**config.mk**
```make
export PLATFORM = sky130hd
export DESIGN_NAME = rv_instr_encoder
export DESIGN_NICKNAME = d
export VERILOG_FILES = /design/src/rtl/rv_instr_encoder.sv
export SDC_FILE = /design/constraint.sdc
export NUM_CORES = 1
export LEC_CHECK = 0
export BUFFER_PORTS_ARGS = -buffer_cell sky130_fd_sc_hd__buf_2
export CAP_MARGIN = 10
export CELL_PAD_IN_SITES_DETAIL_PLACEMENT = 1
export CELL_PAD_IN_SITES_GLOBAL_PLACEMENT = 1
export CORE_MARGIN = 10
export CORE_UTILIZATION = 35
export CTS_CLUSTER_SIZE = 24
export DETAILED_ROUTE_END_ITERATION = 16
export GPL_TIMING_DRIVEN = 1
export MAX_ROUTING_LAYER = met4
export PLACE_DENSITY = 0.71
export SYNTH_ARGS = -nofsm -noshare
export SYNTH_HDL_FRONTEND = slang
export SYNTH_SLANG_ARGS = --single-unit
```
**constraint.sdc**
```tcl
create_clock -name clk -period 7.4 [get_ports clk]
set_input_delay 1.48 -clock clk [delete_from_list [all_inputs] [get_ports clk]]
set_output_delay 1.48 -clock clk [all_outputs]
set_load 0.1 [all_outputs]
```
**src/rtl/rv_instr_encoder.sv**
```systemverilog
// rv_instr_encoder: packs RV32I-subset instruction descriptors into 32-bit words
// and streams them through a small FIFO into sequential instruction-memory writes.
// Descriptors whose class is illegal or whose immediate cannot be represented
// are dropped and reported through err/err_cnt instead of being written.
module rv_instr_encoder #(
    parameter int DEPTH  = 4,
    parameter int ADDR_W = 32
) (
    input  logic              clk,
    input  logic              rst_n,
    input  logic              start,
    input  logic [ADDR_W-1:0] start_addr,
    input  logic              in_valid,
    output logic              in_ready,
    input  logic [2:0]        in_class,
    input  logic [4:0]        in_rd,
    input  logic [4:0]        in_rs1,
    input  logic [4:0]        in_rs2,
    input  logic [2:0]        in_funct3,
    input  logic              in_sub,
    input  logic [31:0]       in_imm,
    input  logic              in_last,
    output logic              imem_we,
    input  logic              imem_ready,
    output logic [ADDR_W-1:0] imem_addr,
    output logic [31:0]       imem_wdata,
    output logic              err,
    output logic [7:0]        err_cnt,
    output logic              busy,
    output logic              done
);

    localparam int PW = (DEPTH > 1) ? $clog2(DEPTH) : 1;
    localparam int CW = $clog2(DEPTH) + 1;
    localparam logic [CW-1:0] FULL_CNT = CW'(DEPTH);

    localparam logic [6:0] OP_R  = 7'b0110011;
    localparam logic [6:0] OP_I  = 7'b0010011;
    localparam logic [6:0] OP_IL = 7'b0000011;
    localparam logic [6:0] OP_S  = 7'b0100011;
    localparam logic [6:0] OP_B  = 7'b1100011;
    localparam logic [6:0] OP_J  = 7'b1101111;

    typedef enum logic [1:0] {
        IDLE  = 2'd0,
        RUN   = 2'd1,
        DRAIN = 2'd2
    } state_t;

    state_t            state;
    state_t            state_next;

    logic [31:0]       fifo_mem [DEPTH];
    logic [PW-1:0]     wr_ptr;
    logic [PW-1:0]     rd_ptr;
    logic [CW-1:0]     fifo_count;

    logic [ADDR_W-1:0] addr;
    logic              err_q;
    logic [7:0]        err_cnt_q;

    logic [31:0]       enc_word;
    logic              enc_ok;
    logic              imm12_ok;
    logic              immb_ok;
    logic              immj_ok;

    logic              accept;
    logic              push;
    logic              pop;

    // Handshake decode: a full FIFO refuses new descriptors even if the head pops this cycle.
    assign in_ready = (state == RUN) && (fifo_count < FULL_CNT);
    assign accept   = in_valid && in_ready;
    assign push     = accept && enc_ok;
    assign pop      = imem_we && imem_ready;

    assign imm12_ok = ($signed(in_imm) >= -32'sd2048) && ($signed(in_imm) <= 32'sd2047);
    assign immb_ok  = ($signed(in_imm) >= -32'sd4096) && ($signed(in_imm) <= 32'sd4094) && !in_imm[0];
    assign immj_ok  = ($signed(in_imm) >= -32'sd1048576) && ($signed(in_imm) <= 32'sd1048574) && !in_imm[0];

    // Combinational encoder: builds the machine word and flags whether it is representable.
    always_comb begin
        enc_word = 32'h0;
        enc_ok   = 1'b0;
        case (in_class)
            3'd0: begin
                enc_word = {(in_sub ? 7'b0100000 : 7'b0000000), in_rs2, in_rs1, in_funct3, in_rd, OP_R};
                enc_ok   = 1'b1;
            end
            3'd1: begin
                enc_word = {in_imm[11:0], in_rs1, in_funct3, in_rd, OP_I};
                enc_ok   = imm12_ok;
            end
            3'd2: begin
                enc_word = {in_imm[11:0], in_rs1, in_funct3, in_rd, OP_IL};
                enc_ok   = imm12_ok;
            end
            3'd3: begin
                enc_word = {in_imm[11:5], in_rs2, in_rs1, in_funct3, in_imm[4:0], OP_S};
                enc_ok   = imm12_ok;
            end
            3'd4: begin
                enc_word = {in_imm[12], in_imm[10:5], in_rs2, in_rs1, in_funct3,
                            in_imm[4:1], in_imm[11], OP_B};
                enc_ok   = immb_ok;
            end
            3'd5: begin
                enc_word = {in_imm[20], in_imm[10:1], in_imm[11], in_imm[19:12], in_rd, OP_J};
                enc_ok   = immj_ok;
            end
            default: begin
                enc_word = 32'h0;
                enc_ok   = 1'b0;
            end
        endcase
    end

    // State register for the load sequencer.
    always_ff @(posedge clk) begin
        if (!rst_n) begin
            state <= IDLE;
        end else begin
            state <= state_next;
        end
    end

    // Next-state logic: a final descriptor (kept or dropped) ends RUN; DRAIN waits for an empty FIFO.
    always_comb begin
        state_next = state;
        case (state)
            IDLE:    if (start) state_next = RUN;
            RUN:     if (accept && in_last) state_next = DRAIN;
            DRAIN:   if (fifo_count == '0) state_next = IDLE;
            default: state_next = IDLE;
        endcase
    end

    // FIFO bookkeeping: pointers wrap naturally, simultaneous push and pop keep the count.
    always_ff @(posedge clk) begin
        if (!rst_n) begin
            wr_ptr     <= '0;
            rd_ptr     <= '0;
            fifo_count <= '0;
        end else begin
            if (push) wr_ptr <= wr_ptr + PW'(1);
            if (pop)  rd_ptr <= rd_ptr + PW'(1);
            case ({push, pop})
                2'b10:   fifo_count <= fifo_count + CW'(1);
                2'b01:   fifo_count <= fifo_count - CW'(1);
                default: fifo_count <= fifo_count;
            endcase
        end
    end

    // FIFO storage; contents are only visible while the count says the slot is occupied.
    always_ff @(posedge clk) begin
        if (push) fifo_mem[wr_ptr] <= enc_word;
    end

    // Write address: loaded word-aligned on start, advanced after each accepted memory write.
    always_ff @(posedge clk) begin
        if (!rst_n) begin
            addr <= '0;
        end else if ((state == IDLE) && start) begin
            addr <= start_addr & ~ADDR_W'(3);
        end else if (pop) begin
            addr <= addr + ADDR_W'(4);
        end
    end

    // Drop reporting: one-cycle pulse after the drop and a saturating tally.
    always_ff @(posedge clk) begin
        if (!rst_n) begin
            err_q     <= 1'b0;
            err_cnt_q <= 8'd0;
        end else begin
            err_q <= accept && !enc_ok;
            if (accept && !enc_ok && (err_cnt_q != 8'hFF)) begin
                err_cnt_q <= err_cnt_q + 8'd1;
            end
        end
    end

    assign imem_we    = (fifo_count != '0);
    assign imem_addr  = addr;
    assign imem_wdata = imem_we ? fifo_mem[rd_ptr] : 32'h0;
    assign err        = err_q;
    assign err_cnt    = err_cnt_q;
    assign busy       = (state != IDLE);
    assign done       = (state == DRAIN) && (fifo_count == '0);

endmodule

```
# Word level (Yosys, flattened, before mapping)
# Memories as Yosys holds them, arrays and structs flattened. A register that Yosys moved wholly into a read port is not among the register bits.
# Cells that the tools add are included.
[word_totals] out_inout_bits=77 mem_bits_rw=128 regBits=50 inputBits=92 wordCells=77 mem_count=1
[classes] n_reduce_logical=26 bitwise=1 eq_ne=13 order_cmp=7 n_addsub=6 mux=15
[mem_list] memory="fifo_mem" words=4 word_bits=32 rd=1 rd_ports_with_merged_regs=1 write_ports=1 line="53" source="logic [31:0] fifo_mem [DEPTH];"
[op_table] cell="case mux 32 bit (6 select lines)" n=1
[op_table] cell="two-way mux 32 bit" n=3
[op_table] cell="adder 32 x 3 -> 32 bit (second input constant)" n=1
[op_table] cell=">= comparator 32 x 12 -> 1 bit (second input constant)" n=1
[op_table] cell=">= comparator 32 x 13 -> 1 bit (second input constant)" n=1
[op_table] cell=">= comparator 32 x 21 -> 1 bit (second input constant)" n=1
[op_table] cell="<= comparator 32 x 12 -> 1 bit (second input constant)" n=1
[op_table] cell="<= comparator 32 x 13 -> 1 bit (second input constant)" n=1
[op_table] cell="<= comparator 32 x 21 -> 1 bit (second input constant)" n=1
[op_table] cell="logical AND 1 bit" n=14
[op_table] cell="two-way mux 2 bit" n=5
[op_table] cell="adder 8 x 1 -> 8 bit (second input constant)" n=1
[op_table] cell="inequality test 8 bit (second input constant)" n=1
[op_table] cell="== test 3 x 2 -> 1 bit (second input constant)" n=2
[op_table] cell="== test 3 bit (second input constant)" n=2
[op_table] cell="logical NOT 3 bit" n=2
[op_table] cell="two-way mux 6 bit" n=1
[op_table] cell="case mux 2 bit (3 select lines)" n=1
[op_table] cell="case mux 3 bit (2 select lines)" n=1
[op_table] cell="nonzero test 2 bit" n=3
[op_table] cell="adder 2 x 1 -> 2 bit (second input constant)" n=2
[op_table] cell="== test 2 x 1 -> 1 bit (second input constant)" n=2
[op_table] cell="== test 2 bit (second input constant)" n=2
[op_table] cell="inequality test 2 bit (second input constant)" n=2
[op_table] cell="other kinds (14)" n=16

# Logic depth before layout (Yosys ltp)
# Gate-level depths: netlist of run 1.
[logic_depth] word_depth=7 ltp_mapped=13 mapped_depth_nobuf=12

# Worst setup path before layout of run 1
# OpenSTA, ideal clock, no wires.
[synth_path] path_kind="reg-to-output" startpoint="register fifo_count[2]" endpoint="output done" n_path_buf=2 required_ps=5920 path_slack_ps=2102 stages_incl_launch_ff=5 arrival_ps=3818 cell_sequence="dfxtp_1 -> or3_1 -> clkbuf_1 -> clkbuf_1 -> nor3b_1"
[synth_between] elab_chain_len=2
[synth_rtl] item="start: declaration" line="56" source="logic [CW-1:0] fifo_count;"
[synth_rtl] item="start signal: assignment" line="149" source="2'b10: fifo_count <= fifo_count + CW'(1);"
[synth_rtl] item="start signal: assignment" line="150" source="2'b01: fifo_count <= fifo_count - CW'(1);"
[synth_rtl] item="start signal: assignment" line="151" source="default: fifo_count <= fifo_count;"
[synth_rtl] item="logical NOT 3 bit" line="191" source="assign done = (state == DRAIN) && (fifo_count == '0);"
[synth_rtl] item="logical AND 1 bit" line="191"
[synth_rtl] item="end: declaration" line="30" source="output logic done"
# Every way passes these cells.

# Worst setup path in the final report of run 1
[layout_path] startpoint="input in_class[2]" endpoint="memory fifo_mem[1][31], enable pin"
[layout_between] elab_chain_len=6 elab_cells_between_ends=11 classes_between="eq/ne: 5; mux: 3; reduce/logical: 3"
[layout_rtl] item="start: declaration" line="15" source="input logic [2:0] in_class,"
[layout_rtl] item="== test 3 x 2 -> 1 bit / == test 3 x 1 -> 1 bit (equally long branches)" line="86" source="case (in_class)"
[layout_rtl] item="OR reduction 3 bit (no source line)"
[layout_rtl] item="case mux 1 bit (4 select lines) *" line="86"
[layout_rtl] item="logical AND 1 bit *" line="75" source="assign push = accept && enc_ok;"
[layout_rtl] item="two-way mux 1 bit *" line="158" source="if (push) fifo_mem[wr_ptr] <= enc_word;"
[layout_rtl] item="two-way mux 1 bit (not written as such) *" line="158"
[layout_rtl] item="end: declaration" line="53"
# Mark *: on every way between the ends. The rest lies on a longest branch, timed or not.

==> results.json, run 1 <==
{
  "cts.sink_count": 170,
  "cts_buffer_depth": 2,
  "ant_nets": 0,
  "die_h_um": 168.8,
  "wl_per_cell_um": 20.07,
  "worst_pin_slew_ps": 1102,
  "area_growth_pct": 21.70,
  "fin_util_pct": 43.24,
  "skew_ps": 9.830,
  "syn_inst": 600,
  "drc_errors": 0,
  "final.setup.tns_ps": 0,
  "die_w_um": 168.8,
  "path_class": "in2reg",
  "setup_violations": 0,
  "first_iter_violations": 380,
  "vias": 5579,
  "numCtsBuffers": 17,
  "hpwl_mm": 14.81,
  "rows": 54,
  "place_congestion": 0.7737,
  "drive_above_1_share_pct": 32.07,
  "port_buffers": 164,
  "cts_tree": "done",
  "syn-mean-instance-area_um2": 12.92,
  "cts-root-buf": "clkbuf_16",
  "clock.fmax_mhz": 194.6,
  "p_leak_uw": 0.003444,
  "synth_top_flop_cell": "edfxtp_1",
  "core_um2": 21820,
  "status": "finished clean",
  "yosys_warnings": 0,
  "netlist_area_um2": 7754,
  "synth_cell_types": 52,
  "start_util_pct": 35.53,
  "clkTransAtPathRegs_ps": 70,
  "peakVddDrop_mv": 0.1455,
  "slew_viol_final": 0,
  "synth_seq_cells": 170,
  "synth_edf_count": 120,
  "grt-ovfl-total": 0,
  "synth_area_leader_cell": "edfxtp_1",
  "synthTopCellsByArea": "edfxtp_1, dfxtp_1, mux4_2",
  "grt_pass1_vias": 6033,
  "grt_usage_pct": 15.13,
  "pin_count": 169,
  "hold_buffers": 0,
  "seq_area_frac_synth_pct": 59.38,
  "die_area_um2": 28510,
  "synth_top_area_share_pct": 46.47,
  "antenna_found_initial": 7,
  "fin_crit_ps": 5140,
  "cp-start-kind": "primary input",
  "min_path_type": "reg2reg",
  "period_share_pct": 69.45,
  "drt_wl_total_mm": 21.15,
  "grt_max_degree": 60,
  "slew_headroom_pct": 26.25,
  "first_pass_iters": 4,
  "hold_viol": 0,
  "vias_per_cell": 5.293,
  "cts_resized": 0,
  "rsz0062_at_grt": "no",
  "maxCapViolCount": 0,
  "crit_arrival_ps": 5250,
  "power_density_nw_per_um2": 244.3,
  "power_uw": 2306,
  "grt_pass1_wl_mm": 33.21,
  "cts_setup_buffers": 0,
  "final_nets": 854,
  "path_max_fanout": 17,
  "ctsHtreeMaxLevel": 4,
  "cp.required_ps": 7510,
  "critPathCaptureType": "flip-flop",
  "insertion_delay_ps": 430,
  "synth-async-reset-ratio_pct": 0
}
==> sequential cells by signal (all words and copies together), names as in the netlist, named ones only <==
name / flops
fifo_mem: 120
wr_ptr: 2
err: 1
fifo_count: 3
state: 2
err_cnt: 8
rd_ptr: 2
imem_addr: 30
==> cell usage after synthesis, types with 7 or more instances <==
cell type  count
clkbuf_1      26
o2bb2ai_1      8
xor2_1        18
mux4_2        30
inv_1         15
a21oi_1       40
ha_1           7
nand2_1       19
xnor2_1       15
nand4_1       14
dfxtp_1       50
o21ai_0       23
nor2_1        39
a211oi_1      10
edfxtp_1     120
and2_1        44
a22oi_1       14
a221oi_1      12
nand3_1       12
nor3_1         9
==> path summary, 6_finish.rpt <==
check                start         endpoint  slack [ps]  cells after the start
min             err_cnt[6]       err_cnt[6]         490                      2
max            in_class[2]  fifo_mem[1][31]        2260                      7
max reg2reg  fifo_count[2]    fifo_count[2]        4430                      9
min reg2reg     err_cnt[6]       err_cnt[6]         490                      2
==> cell usage in the layout (no fill, tap or decap), drive strengths merged, types with 3 or more instances in the layout <==
cell and count:
and3 6, mux2i 6, nand4 15, mux4 30
clkbuf 17, inv 25, nor2 40, o2bb2ai 8
a221oi 13, buf 172, or3 4, o21ai 24
o31ai 5, and4 3, edfxtp 120, a22oi 14
clkinv 6, and2 44, nor2b 3, a21oi 40
nand3 13, nand2 19, xor2 18, nor4 6
xnor2 15, or4 8, dfxtp 50, nor3 9
diode 7, a211oi 10, ha 7
==> report_power, final <==
part / switching (uW) / internal (uW)
Sequential: 18.1 / 1040
Clock: 419 / 484
Combinational: 267 / 76.8
==> cells by family (layout without fill, tap and decap cells) <==
group / after synthesis / count (layout) / share of synthesized area (%)
buffers and inverters: 55 / 221 / 2.969
AO/OA/AOI/OAI: 121 / 121 / 10.21
AND/OR/NAND/NOR: 176 / 176 / 12.78
XOR/XNOR: 33 / 33 / 3.728
adder cells (fa/ha/maj): 8 / 8 / 1.388
flip-flops: 170 / 170 / 59.38
other: 1 / 9 / 0.04836
multiplexers: 36 / 36 / 9.489
==> worst max-delay path, stage by stage <==
cell,delay (ps)
buf_2,250
clkinv_1,520
nor2_1,820
nor4b_4,810
o21a_4,250
and2_1,690
buf_4,410
==> per-stage QoR <==
step                hold WS (ps)  cells  worst slack, ps  cell area [um2]
floorplan                  459.6    601             2102             7757
global placement           481.4   1015             1870             8823
detailed placement         484.8   1015             1793             8823
CTS                        495.6   1047             2211             9419
global route               508.5   1054             1892             9437
finish                     489.7   1054             2260             9437
==> final cells by class <==
| cell class | instances | area, um2 |
|---|---|---|
| Fill cell | 2391 | 12390 |
| Sequential cell | 170 | 4606 |
| Multi-Input combinational cell | 376 | 2923 |
| Timing Repair Buffer | 172 | 880.8 |
| Clock buffer | 17 | 425.4 |
| Tap cell | 280 | 350.3 |
| Clock inverter | 15 | 170.2 |
| Inverter | 17 | 63.81 |
| Antenna cell | 7 | 17.52 |
==> routing by layer <==
layer	vias to the layer above	global-route usage (%)	routed length, um
met3	21	5.164	1622
li1	2613	-	-
met5	-	-	0
met1	2761	17.68	8953
met4	0	4.769	281
met2	184	24.13	10300
Power figures use the tool's default switching activity.
==> inputs of run 2 (changes only) <==
--- a/config.mk
+++ b/config.mk
@@ -15,7 +15,7 @@
 export DETAILED_ROUTE_END_ITERATION = 16
 export GPL_TIMING_DRIVEN = 1
 export MAX_ROUTING_LAYER = met4
-export PLACE_DENSITY = 0.71
+export PLACE_DENSITY = 0.74
 export SYNTH_ARGS = -nofsm -noshare
 export SYNTH_HDL_FRONTEND = slang
 export SYNTH_SLANG_ARGS = --single-unit
==> constraint.sdc (replaced) <==
create_clock -name clk -period 4.2 [get_ports clk]
set_input_delay 0.84 -clock clk [delete_from_list [all_inputs] [get_ports clk]]
set_output_delay 0.84 -clock clk [all_outputs]
set_load 0.1 [all_outputs]
==> results.json, run 2 (same netlist as run 1, synthesis figures left out) <==
{
  "critPathCaptureType": "primary output",
  "placed_cell_area_um2": 8894,
  "wl_per_cell_um": 20.09,
  "pin_count": 169,
  "cts_tree": "done",
  "ant_nets": 0,
  "die_w_um": 168.8,
  "first_pass_iters": 4,
  "place_congestion": 0.7954,
  "pwr-share-comb_pct": 15.2,
  "whs_ps": 490.6,
  "crit-reg2reg-launch": "fifo_count[2]",
  "largest_register_ffs": 120,
  "cts_buffer_depth": 2,
  "power_uw": 4002,
  "slew_viol_final": 0,
  "p_int_uw": 2766,
  "vias": 5514,
  "p_switching_uw": 1236,
  "slew_headroom_pct": 57.61,
  "crit_chain": "buf_4 -> mux4_2 -> and2_1 -> buf_2",
  "final_nets": 862,
  "port_buffers": 164,
  "skew_ps": 14.31,
  "fin_crit_ps": 3231,
  "peakVddDrop_mv": 0.2514,
  "setup_violations": 0,
  "cp-start-kind": "flip-flop",
  "fillers": 2370,
  "critPathMaxStageDelay_ps": 540,
  "min_path_type": "reg2reg",
  "period_share_pct": 76.94,
  "grt_pass1_wl_mm": 33.83,
  "antenna_found_initial": 1,
  "die_area_um2": 28510,
  "grt_pass1_vias": 6081,
  "top_register": "fifo_mem",
  "numCtsBuffers": 17,
  "final_common_cell": "buf_2",
  "final_cell_mix": "buf_2, edfxtp_1, dfxtp_1",
  "status": "finished clean",
  "clkTransAtPathRegs_ps": 70,
  "hold_buffers": 0,
  "crit_arrival_ps": 2390,
  "hold_viol": 0,
  "seqPwrFrac_pct": 46.7,
  "cts-root-buf": "clkbuf_16",
  "path_class": "reg2out",
  "cts_resized": 0,
  "power_density_nw_per_um2": 422.4,
  "drt_wl_total_mm": 21.22,
  "swShare_pct": 30.87,
  "grt_usage_pct": 15.43,
  "fin_area_um2": 9474,
  "path_max_fanout": 15,
  "worst_slack_ps": 968.5,
  "hpwl_mm": 15.37,
  "ctsHtreeMaxLevel": 4,
  "vias_per_cell": 5.222,
  "worst_pin_slew_ps": 631.0,
  "reg2reg_to": "fifo_count[2]",
  "cts_setup_buffers": 0,
  "p_clk_share_pct": 38.0,
  "cts.sink_count": 170,
  "drc_errors": 0,
  "clock.fmax_mhz": 309.5,
  "grt-ovfl-total": 0,
  "core_um2": 21820,
  "rsz0062_at_grt": "no",
  "rows": 54,
  "insertion_delay_ps": 430,
  "crit_end": "imem_wdata[5]",
  "rr_worst_depth": 8,
  "p_leak_uw": 0.003477,
  "pre_cts_ws_ps": 715.8,
  "die_h_um": 168.8,
  "first_iter_violations": 344,
  "cp.required_ps": 3360,
  "drive_above_1_share_pct": 33.03,
  "grt_max_degree": 50,
  "start_util_pct": 35.53,
  "maxCapViolCount": 0,
  "slowest_stage": "mux4_2",
  "r2r_setup_slack_ps": 1510,
  "area_growth_pct": 22.19,
  "final.setup.tns_ps": 0
}
run 2: changes by cell type in the layout (fill, tap and decap cells not counted), sizes merged:
cell and change:
clkinvlp +1, clkinv +2, bufinv -1, diode -6, buf +8, inv -2
run 2: cell type report:
| type | count | area (um2) | share of cell area (%) |
|---|---|---|---|
| multi-input cells | 376 | 2933 | 30.96 |
| well taps | 280 | 350.3 | 3.698 |
| inverters | 17 | 63.81 | 0.6735 |
| repair buffers | 180 | 940.9 | 9.931 |
| flip-flops and latches | 170 | 4606 | 48.61 |
| clock buffers | 17 | 425.4 | 4.490 |
| clock inverters | 15 | 152.6 | 1.611 |
| diodes | 1 | 2.502 | 0.02641 |
run 2: power by group through the flow:
stage          Combinational (uW)  Clock [uW]  Sequential [uW]
2_1_floorplan                 288           0             2070
3_3_place_gp                  605           0             1900
3_5_place_dp                  614           0             1910
4_1_cts                       616        1560             1870
5_1_grt                       650        1640             1870
6_report                      610        1520             1870
run 2: critical path, delay by kind of cell, from the launching register on:
family,cells,cell delay (ps)
buffers and inverters,2,680
multiplexers,1,540
flip-flops,1,530
AND/OR/NAND/NOR,1,200
run 2: per-layer routing:
metal	GRT usage [%]	share of wire (%)
met1	18.44	43
met2	24.51	48
met3	5.373	7.6
met4	3.899	0.83
met5	-	0
run 2: through the flow:
step / cells / utilization (%)
after floorplan: 601 / -
after global placement: 1023 / 40.75
after detailed placement: 1023 / 40.75
after CTS: 1055 / 43.40
after global routing: 1056 / 43.41
final: 1056 / 43.41
run 2: worst min path at each step:
stage / depth (start not counted) / start / slack, ps / endpoint
after CTS: 2 / err_cnt[6] / 490 / err_cnt[6]
after global routing: 2 / err_cnt[6] / 530 / err_cnt[6]
final: 2 / err_cnt[6] / 490 / err_cnt[6]
after detailed placement: 2 / err_cnt[6] / 480 / err_cnt[6]
after floorplan: 2 / wr_ptr[1] / 470 / wr_ptr[1]
after global placement: 2 / err_cnt[6] / 470 / err_cnt[6]
